## config.mk

```make
export PLATFORM = sky130hd
export DESIGN_NAME = riscv_test_monitor_flat
export DESIGN_NICKNAME = d
export VERILOG_FILES = /design/src/rtl/riscv_test_monitor_if.sv /design/src/rtl/riscv_test_monitor.sv /design/src/flat_wrapper.sv
export SDC_FILE = /design/constraint.sdc
export NUM_CORES = 1
export LEC_CHECK = 0
export ABC_AREA = 1
export CORE_AREA = 2 2 123 125
export CTS_BUF_LIST = sky130_fd_sc_hd__clkbuf_16
export CTS_CLUSTER_SIZE = 8
export DETAILED_ROUTE_END_ITERATION = 6
export DIE_AREA = 0 0 125 127
export PLACE_DENSITY = 0.66
export SLEW_MARGIN = 0
export SYNTH_ARGS = -nofsm -noshare
export SYNTH_HDL_FRONTEND = slang
export SYNTH_SLANG_ARGS = --single-unit
export TNS_END_PERCENT = 100
```

## constraint.sdc

```tcl
create_clock -name clk -period 2.1 [get_ports clk]
set_input_delay 0.42 -clock clk [delete_from_list [all_inputs] [get_ports clk]]
set_output_delay 0.42 -clock clk [all_outputs]
set_load 0.02 [all_outputs]
```

## src/rtl/riscv_test_monitor_if.sv

```systemverilog
// Monitor bus: Core architectural state in, sticky result flags out.
// master = the side driving start/pc/gp, slave = the monitor.
interface riscv_test_monitor_if #(
    parameter int XLEN = 32
);
    logic            start;
    logic [XLEN-1:0] pc;
    logic [XLEN-1:0] gp;
    logic            done;
    logic            pass;
    logic            fail;
    logic            timeout;
    logic            stalled;
    logic [XLEN-2:0] fail_code;
    logic [31:0]     cycle_count;

    modport master (
        output start, pc, gp,
        input  done, pass, fail, timeout, stalled, fail_code, cycle_count
    );

    modport slave (
        input  start, pc, gp,
        output done, pass, fail, timeout, stalled, fail_code, cycle_count
    );
endinterface

```

## src/rtl/riscv_test_monitor.sv

```systemverilog
// Pass/fail/timeout monitor for riscv-tests runs. Watches pc and gp (x3),
// classifies the end of a test and keeps sticky, registered result flags.
module riscv_test_monitor #(
    parameter int              XLEN        = 32,
    parameter logic [XLEN-1:0] PASS_PC     = 'h44,
    parameter int              TIMEOUT     = 5000,
    parameter int              STALL_LIMIT = 64
) (
    input logic                 clk,
    input logic                 rst,
    riscv_test_monitor_if.slave mon
);
    // same_cnt only has to reach STALL_LIMIT-1 before the run terminates
    localparam int SW = $clog2(STALL_LIMIT) + 1;

    typedef enum logic [2:0] {
        S_IDLE,
        S_RUN,
        S_PASS,
        S_FAIL,
        S_TMO
    } state_t;

    state_t          state;
    state_t          state_nxt;
    logic [XLEN-1:0] prev_pc;
    logic [SW-1:0]   same_cnt;
    logic            first_cyc;   // first RUN cycle: prev_pc is stale, skip compare
    logic [31:0]     cyc_cnt;
    logic            stall_q;
    logic [XLEN-2:0] code_q;

    logic at_pass;
    logic gp_ok;
    logic stall_hit;
    logic cnt_last;

    assign at_pass   = (mon.pc == PASS_PC);
    assign gp_ok     = (mon.gp == XLEN'(1));
    assign stall_hit = !first_cyc && (mon.pc == prev_pc) && (same_cnt == SW'(STALL_LIMIT - 1));
    assign cnt_last  = (cyc_cnt == 32'(TIMEOUT - 1));

    // State register
    always_ff @(posedge clk) begin
        if (rst) state <= S_IDLE;
        else     state <= state_nxt;
    end

    // Next state: start restarts from anywhere; in RUN the pass PC outranks
    // stall, which outranks the global cycle budget
    always_comb begin
        state_nxt = state;
        case (state)
            S_IDLE: if (mon.start) state_nxt = S_RUN;
            S_RUN: begin
                if (mon.start)     state_nxt = S_RUN;
                else if (at_pass)  state_nxt = gp_ok ? S_PASS : S_FAIL;
                else if (stall_hit) state_nxt = S_TMO;
                else if (cnt_last) state_nxt = S_TMO;
                else               state_nxt = S_RUN;
            end
            S_PASS, S_FAIL, S_TMO: if (mon.start) state_nxt = S_RUN;
            default: state_nxt = S_IDLE;
        endcase
    end

    // Run bookkeeping: cycle counter, stall tracker, captured cause/code.
    // Nothing moves outside RUN, so terminal states hold everything.
    always_ff @(posedge clk) begin
        if (rst) begin
            prev_pc   <= '0;
            same_cnt  <= '0;
            first_cyc <= 1'b0;
            cyc_cnt   <= '0;
            stall_q   <= 1'b0;
            code_q    <= '0;
        end else if (mon.start) begin
            same_cnt  <= '0;
            first_cyc <= 1'b1;
            cyc_cnt   <= '0;
            stall_q   <= 1'b0;
            code_q    <= '0;
        end else if (state == S_RUN) begin
            prev_pc   <= mon.pc;
            first_cyc <= 1'b0;
            if (first_cyc || (mon.pc != prev_pc)) same_cnt <= '0;
            else                                  same_cnt <= same_cnt + 1'b1;
            if (at_pass) begin
                if (!gp_ok) code_q <= mon.gp[XLEN-1:1];
            end else if (stall_hit) begin
                stall_q <= 1'b1;
            end else if (!cnt_last) begin
                cyc_cnt <= cyc_cnt + 32'd1;
            end
        end
    end

    // Outputs decoded from registered state only
    always_comb begin
        mon.done        = (state == S_PASS) || (state == S_FAIL) || (state == S_TMO);
        mon.pass        = (state == S_PASS);
        mon.fail        = (state == S_FAIL);
        mon.timeout     = (state == S_TMO);
        mon.stalled     = stall_q;
        mon.fail_code   = code_q;
        mon.cycle_count = cyc_cnt;
    end

    // Result flags stay mutually exclusive and stalled only accompanies timeout
    always_ff @(posedge clk) begin
        if (!rst) begin
            assert (!mon.stalled || mon.timeout);
            assert (!mon.done || ((32'(mon.pass) + 32'(mon.fail) + 32'(mon.timeout)) == 32'd1));
        end
    end
endmodule

```

## src/flat_wrapper.sv

```systemverilog
// flat-port wrapper written by rule: the top's interface ports become plain ports
module riscv_test_monitor_flat 
#(
    parameter int              XLEN        = 32,
    parameter logic [XLEN-1:0] PASS_PC     = 'h44,
    parameter int              TIMEOUT     = 5000,
    parameter int              STALL_LIMIT = 64
)
  (clk, rst, mon_start, mon_pc, mon_gp, mon_done, mon_pass, mon_fail, mon_timeout, mon_stalled, mon_fail_code, mon_cycle_count);
  riscv_test_monitor_if #(.XLEN(XLEN)) mon_i ();
  input logic clk;
  input logic rst;
  input wire logic [$bits(mon_i.start)-1:0] mon_start;
  input wire logic [$bits(mon_i.pc)-1:0] mon_pc;
  input wire logic [$bits(mon_i.gp)-1:0] mon_gp;
  output wire logic [$bits(mon_i.done)-1:0] mon_done;
  output wire logic [$bits(mon_i.pass)-1:0] mon_pass;
  output wire logic [$bits(mon_i.fail)-1:0] mon_fail;
  output wire logic [$bits(mon_i.timeout)-1:0] mon_timeout;
  output wire logic [$bits(mon_i.stalled)-1:0] mon_stalled;
  output wire logic [$bits(mon_i.fail_code)-1:0] mon_fail_code;
  output wire logic [$bits(mon_i.cycle_count)-1:0] mon_cycle_count;
  assign mon_i.start = mon_start;
  assign mon_i.pc = mon_pc;
  assign mon_i.gp = mon_gp;
  assign mon_done = mon_i.done;
  assign mon_pass = mon_i.pass;
  assign mon_fail = mon_i.fail;
  assign mon_timeout = mon_i.timeout;
  assign mon_stalled = mon_i.stalled;
  assign mon_fail_code = mon_i.fail_code;
  assign mon_cycle_count = mon_i.cycle_count;
  riscv_test_monitor #(.XLEN(XLEN), .PASS_PC(PASS_PC), .TIMEOUT(TIMEOUT), .STALL_LIMIT(STALL_LIMIT)) u_core (.clk(clk), .rst(rst), .mon(mon_i));
endmodule
```

======== Word-level counts from Yosys, hierarchy flattened ========
Cells that the tools add are included.
cells by class
  add/sub/neg operators ................... 2
  eq/ne operators ......................... 11
  mux-type cells .......................... 10
  bitwise gates (word level) .............. 5
  reductions and logical operators ........ 14
operator list
  cell                     count
  $add A32 B1 Y32 const B  1
  $eq A32 B1 Y1 const B    1
  $eq A32 B13 Y1 const B   1
  $eq A32 B32 Y1           1
  $eq A32 B7 Y1 const B    1
  $ne A32 B32 Y1           1
  $mux W3                  5
  $add A7 B1 Y7 const B    1
  $eq A7 B6 Y1 const B     1
  $mux W7                  1
  $eq A3 B2 Y1 const B     2
  $pmux W3 S2              1
  $reduce_and A3 Y1        2
  $not A1 Y1               5
  $reduce_and A4 Y1        1
  $reduce_or A4 Y1         1
  $eq A3 B1 Y1 const B     1
  $eq A3 B3 Y1 const B     1
  $logic_not A3 Y1         1
  $logic_or A1 B1 Y1       3
  $mux W1                  3
  $logic_and A1 B1 Y1      2
  $ne A2 B1 Y1 const B     1
  $reduce_and A2 Y1        1
  other kinds (3)          3
storage, ports and cells
  register bits after elaboration ......... 107
  bits of input ports ..................... 67
  output and inout port bits .............. 68
  word-level logic and storage cells ...... 49

======== Depth between registers and ports, before layout ========
Gate-level depths: netlist (run 1).
  depth in word-level cells ............... 7
  depth in mapped cells ................... 13
  mapped depth without buffers ............ 13

======== Worst setup path before layout (run 1) ========
Ideal clock, no wire load.
  path type ............................... reg-to-reg
  from .................................... register u_core.cyc_cnt[0], in the netlist u_core.mon.cycle_count[0]
  to ...................................... register u_core.cyc_cnt[12], in the netlist u_core.mon.cycle_count[12]
  library setup time ...................... 0.072 ns
  arrival time ............................ 1.724 ns
  required time ........................... 2.028 ns
  slack ................................... 0.304 ns
  cell stages (with the launch flop) ...... 9
  path buffers ............................ 0
  clock period less this slack ............ 1.796 ns
  cell sequence ........................... dfxtp_1 -> ha_1 -> inv_1 -> nor2_1 -> nand3_1 -> nor2_2 -> xor2_1 -> nand4_1 -> a21oi_1
between the ends
  longest elaborated chain between the ends .. 3
  elaborated cells on any way between the ends .. 4
  those cells by class .................... add/sub: 1; eq/ne: 1; bitwise: 1; reduce/logical: 1
RTL lines
  element                                                                  line                      RTL
  start, declared                                                          riscv_test_monitor.sv:29  logic [31:0] cyc_cnt;
  start signal, assigned                                                   riscv_test_monitor.sv:93  cyc_cnt <= cyc_cnt + 32'd1;
  parallel branches: the longest is 3 deep, another holds $add A32 B1 Y32  --
Parallel ways; which one is timed is not known.
A chain may end at the register's enable or synchronous reset.

======== Final worst setup path (run 1) ========
  from .................................... input mon_pc[6]
  to ...................................... register u_core.cyc_cnt[21], in the netlist u_core.mon.cycle_count[21]
between the ends
  longest elaborated chain between the ends .. 5
  elaborated cells on any way between the ends .. 7
  those cells by class .................... eq/ne: 2; bitwise: 2; reduce/logical: 3
RTL lines
  element                               line                      RTL
  start, declared                       flat_wrapper.sv:14        input wire logic [$bits(mon_i.pc)-1:0] mon_pc;
  $eq A32 B32 Y1                        riscv_test_monitor.sv:40  assign stall_hit = !first_cyc && (mon.pc == prev_pc) && (same_cnt == SW'(STALL_LIMIT - 1));
  $logic_and A1 B1 Y1 (2 in a row)      riscv_test_monitor.sv:40
  $not A1 Y1 (no source line)           --
  $reduce_and A4 Y1 (no source line) *  --
Mark *: on every way between the ends. The rest lies on a longest branch, timed or not.

==> results.toml, run 1 <==
[sta]
fin_tns_setup_ns = 0
timing.fmax_ghz = 0.498
hold_slack_ns = 0.386
tightest_slew_ns = 0.381
fin_crit_sh = 0.956
hold_viol_final = 0
fin_crit_ns = 2.01
drv_slew = 0
setup_violations = 0
clock_skew_ns = 0.00891
slew_headroom = 0.746

[setup_path]
crit_required_ns = 2.38
end_kind = "register"
worst_ep_arrival_time_ns = 2.28
critPathMaxFanout = 7
worstSetupStartpointType = "input port"
worst-setup-path-type = "input port to register"

[cells_and_area]
utilization = 0.573
antenna_cells = 0
seq_area_um2 = 2140
layout.cells.non_filler = 1252
area_growth_pct = 44.6
multi_input_comb_area_um2 = 3160
fillerInstances = 1421
nets = 1132
drive_above_1_share = 0.127

[global_route]
grt_pass1_wl_mm = 26.4
groute.usage.overall = 0.199
antenna_found_initial = 0
grt_max_degree = 36
grt-ovfl-total = 0
grt_pass1_vias = 5503

[clock_network]
cts_tree = "yes"
cts_max_path_buffers = 2
htree_levels = 3
clock_latency_ns = 0.35
clockRootBuffer = "clkbuf_16"
cts_sinks = 107
path_clk_slew_ns = 0.07
cts-buffers-inserted = 9

[yosys]
synth-xor-area-share = 0.0460
synth.cells.most_frequent = "nand2_1 (215), nor2_1 (185), dfxtp_1 (107)"
ys_top_cells_by_area = "dfxtp_1 (38%), nand2_1 (14%), nor2_1 (12%), inv_1 (5.5%), nand4_1 (4.8%)"
synth_enable_flop_cells = 0
synth-simple-area-share = 0.374
synthFlopType = "dfxtp_1"
synth_area_um2 = 5710
synth_top_area_frac = 0.375
syn_avg_cell_area_um2 = 6.50
syn-num-nets = 948
yosys_warnings = 0
synth_top_family_by_area = "simple AND/OR/NAND/NOR gates"
yosysMostFrequentCell = "nand2_1"
netlist_instances = 879
synth.distinct_cells = 31
ys_async_sr_fraction = 0
synth_area_leader_cell = "dfxtp_1"
synth_compound_area_frac = 0.111
ys_seq_area_frac = 0.375
synth-seq-cells = 107
synthAdderAreaFrac = 0.00438
synth_mux_area_frac = 0

[placed_design]
dpl.cell_count = 1230
hpwl_mm = 11.9
gp_congestion = 0.955
port_buffers = 134

[drt]
first_pass_iters = 5
detail-route-antenna-nets = 0
avgRoutedWirePerCell_um = 13.0
viasPerCell = 4.92
route.vias.total = 6165
drc = 0
routed_wl_mm = 16.3
drtIter0Drc = 349

[run]
maxCapViolCount = 0

[die]
core_um2 = 14400
dieArea_um2 = 15900
ios = 135
initial_utilization = 0.396
die_w_um = 125
fp-row-count = 44
die_height_um = 127

[pwr]
cellLeakagePower_nw = 3.35
ir_worst_vdd_uv = 376
total_power_mw = 4.39
power_density_nw_per_um2 = 531

[run_status]
status = "complete, no violations"

[min_path]
hp-class = "input port to register"
## through the flow
| step | area (um2) | setup slack [ns] |
|---|---|---|
| 2_1_floorplan | 5710 | 0.304 |
| 3_3_place_gp | 7700 | -0.417 |
| 3_5_place_dp | 7700 | -0.464 |
| 4_1_cts | 8000 | 0.00343 |
| 5_1_grt | 8260 | -0.0104 |
| 6_report | 8260 | 0.0932 |
## power breakdown
part           leakage [nW]  internal [mW]  switching (mW)  total [mW]
sequential            0.866           2.07          0.0296        2.10
clock                 0.147          0.922           0.785        1.71
combinational          2.33          0.294           0.285       0.579
total                  3.35           3.29            1.10        4.39
## what timing repair did
action / 4_1_cts / 5_1_grt
setup buffers: 0 / 2
endpoints found under the setup margin: 33 / 69
pin swaps: 1 / 14
gates resized for setup: 4 / 60
endpoints found under the hold margin: 0 / 0
gates cloned: 0 / 4
hold buffers: 0 / 0
## cells by family after synthesis
logic type	Yosys count
buf+inv	125
flops	107
simple gates	505
xor+xnor	30
fa+ha+maj	2
compound gates	110
## cell usage in the layout (no fill, tap or decap), types with 2 or more instances in the layout
| master | n |
|---|---|
| dlygate4sd2_1 | 2 |
| dfxtp_1 | 107 |
| nor2_2 | 7 |
| nand2_1 | 212 |
| clkinv_2 | 3 |
| a211oi_1 | 30 |
| buf_4 | 61 |
| nor3_2 | 2 |
| xnor2_1 | 7 |
| buf_12 | 6 |
| xor2_1 | 23 |
| buf_6 | 3 |
| inv_1 | 72 |
| clkdlybuf4s50_1 | 106 |
| a21oi_1 | 37 |
| nand3_1 | 27 |
| nand4_1 | 44 |
| inv_2 | 18 |
| nand3_4 | 3 |
| nor3_1 | 11 |
| o21ai_0 | 32 |
| a21oi_2 | 5 |
| nor2_1 | 181 |
| o22ai_1 | 4 |
| dlymetal6s2s_1 | 26 |
| clkinv_1 | 2 |
| clkbuf_16 | 12 |
| ha_1 | 2 |
| nand2_2 | 3 |
| nor4_1 | 3 |
| nor2_4 | 4 |
## sequential cells by signal (all words and copies together) (netlist names)
name / flops
u_core.same_cnt: 7
u_core.mon.fail_code: 31
u_core.mon.cycle_count: 32
u_core.first_cyc: 1
u_core.state: 3
u_core.mon.stalled: 1
u_core.prev_pc: 32
## worst max-delay path, stage by stage
cell and delay, ns:
clkdlybuf4s50_1 0.53, inv_1 0.08, nor4_1 0.18, nand3_1 0.18, nor2_4 0.15, buf_4 0.15
nor2_4 0.05, nand3_4 0.14, clkbuf_16 0.18, nand2_1 0.06, a21oi_2 0.14
## final timing paths
path | startpoint | end | slack, ns | cells past startpoint
min | mon_pc[20] | u_core.prev_pc[20]$_SDFFE_PP0P_ | 0.39 | 3
max reg2reg | u_core.mon.cycle_count[1]$_SDFFE_PP0P_ | u_core.mon.cycle_count[21]$_SDFFE_PP0P_ | 0.19 | 10
max | mon_pc[6] | u_core.mon.cycle_count[21]$_SDFFE_PP0P_ | 0.09 | 11
min reg2reg | u_core.mon.stalled$_SDFFE_PP0P_ | u_core.mon.stalled$_SDFFE_PP0P_ | 0.45 | 2
## per-layer routing
metal  track usage  wire, um
met1         0.271      7530
met2         0.307      7240
met3        0.0586      1290
met4        0.0621       258
met5             0         0
## layout make-up
class,count,share of cell area
clock buffers,9,0.0273
well taps,184,0.0279
flip-flops and latches,107,0.259
multi-input cells,647,0.383
repair buffers,207,0.253
clock inverters,7,0.00803
inverters,91,0.0414
Power figures use the tool's default switching activity.
==> run 2, diff against run 1 <==
- CORE_AREA: 2 2 123 125 -> 4 4 125 127
- DIE_AREA: 0 0 125 127 -> 0 0 129 131
- GPL_TIMING_DRIVEN: default -> 0
- REMOVE_ABC_BUFFERS: default -> 1
==> results.toml, run 2 (synthesis results as in run 1) <==
[sta]
drv_slew = 0
clock_skew_ns = 0.00844
worst_slack_ns = 0.0751
setup_violations = 0
fin_tns_setup_ns = 0
slew_headroom = 0.508
hold_viol_final = 0
tightest_slew_ns = 0.737
fin_crit_sh = 0.964
fin_crit_ns = 2.02
timing.fmax_ghz = 0.494

[die]
fp-row-count = 44
die_height_um = 131
dieArea_um2 = 16900
initial_utilization = 0.396
ios = 135
die_w_um = 129
core_um2 = 14400

[pwr]
switching_share = 0.251
power_density_nw_per_um2 = 539
ir_worst_vdd_uv = 414
internal-power_mw = 3.22
combPwrFrac = 0.120
total_power_mw = 4.30
clkPwrFrac = 0.390
seq_power_share = 0.490
power_switching_mw = 1.08
cellLeakagePower_nw = 2.98

[cells_and_area]
nets = 1089
antenna_cells = 0
area_growth_pct = 39.6
layout_common_cells = "nand2_1 (207), nor2_1 (176), clkdlybuf4s50_1 (111), dfxtp_1 (105), inv_1 (73)"
utilization = 0.553
drive_above_1_share = 0.106
final_common_cell = "nand2_1"
layout.cells.non_filler = 1207

[clock_network]
cts-buffers-inserted = 9
clockRootBuffer = "clkbuf_16"
cts_max_path_buffers = 2
path_clk_slew_ns = 0.07
clock_latency_ns = 0.35
cts_sinks = 107
htree_levels = 3
cts_tree = "yes"

[placed_design]
port_buffers = 134
dpl.cell_count = 1166
gp_congestion = 0.948
preCtsSetupSlack_ns = -1.41
hpwl_mm = 11.6

[setup_path]
critPathMaxStageDelay_ns = 0.51
cp_slowest_cell = "nor3_1"
worst_ep_arrival_time_ns = 2.30
r2r_slack_ns = 0.08
worstSetupStartpointType = "register"
crit_required_ns = 2.37
end_kind = "register"
cp_num_buf_inv = 1
crit_family = "simple AND/OR/NAND/NOR gates"
worst-setup-path-type = "register to register"
critPathMaxFanout = 5
crit_chain = "inv_1, nor3_1, nand3_2, nor2_2, xor2_1, nand4_1, a21oi_1"

[drt]
detail-route-antenna-nets = 0
avgRoutedWirePerCell_um = 14.8
first_pass_iters = 5
drtIter0Drc = 382
drc = 0
route.vias.total = 6136
viasPerCell = 5.08
routed_wl_mm = 17.8

[min_path]
hp-class = "input port to register"

[run_status]
status = "complete, no violations"

[global_route]
antenna_found_initial = 0
grt_pass1_wl_mm = 27.9
grt-ovfl-total = 0
grt_max_degree = 36
grt_pass1_vias = 5521
groute.usage.overall = 0.207

[run]
maxCapViolCount = 0
-- run 2: through the flow --
step | hold WS [ns] | cell area [um2]
after floorplan | 0.447 | 5540
after global placement | 0.444 | 7110
after detailed placement | 0.447 | 7190
after CTS | 0.456 | 7780
after global routing | 0.384 | 7970
final | 0.388 | 7970
-- run 2: cell type report --
cell class | instances | area (um2)
timing repair buffer | 154 | 1610
inverter | 91 | 350
clock buffer | 9 | 225
clock inverter | 5 | 53.8
multi-input combinational | 657 | 3360
tap | 184 | 230
sequential | 107 | 2140
fill | 1431 | 6450
-- run 2: final timing paths --
path / start / to / depth (start not counted)
max: u_core.mon.cycle_count[6]$_SDFFE_PP0P_ / u_core.mon.cycle_count[12]$_SDFFE_PP0P_ / 7
min: mon_pc[27] / u_core.prev_pc[27]$_SDFFE_PP0P_ / 3
max reg2reg: u_core.mon.cycle_count[6]$_SDFFE_PP0P_ / u_core.mon.cycle_count[12]$_SDFFE_PP0P_ / 7
min reg2reg: u_core.mon.stalled$_SDFFE_PP0P_ / u_core.mon.stalled$_SDFFE_PP0P_ / 2
-- run 2: power groups by stage --
stage,sequential [mW],clock [mW],combinational (mW)
2_1_floorplan,2.15,0,0.239
3_3_place_gp,2.15,0,0.454
3_5_place_dp,2.15,0,0.474
4_1_cts,2.10,1.73,0.500
5_1_grt,2.11,1.81,0.571
6_report,2.10,1.68,0.515
-- run 2: layer usage --
layer / wire length, um / part of all wire / track usage / up-vias
met5: 0 / 0 / 0 / -
met4: 313 / 0.018 / 0.0550 / 0
met3: 1860 / 0.10 / 0.0833 / 25
met2: 7640 / 0.43 / 0.314 / 216
met1: 8010 / 0.45 / 0.273 / 2740
li1: - / - / - / 3155
-- run 2: worst register-to-register path, delay by kind of cell, from the launching register on --
| family | cells | cell delay (ns) |
|---|---|---|
| buf+inv | 1 | 0.11 |
| xor+xnor | 1 | 0.17 |
| compound gates | 1 | 0.15 |
| flops | 1 | 0.40 |
| simple gates | 4 | 1.12 |
-- run 2: repair_timing --
action | in CTS | in global routing
resized for setup | 36 | 49
endpoints found under the setup margin | 76 | 86
pin swaps | 12 | 20
buffers inserted | 14 | 3
hold buffers | 0 | 0
gates cloned | 8 | 2
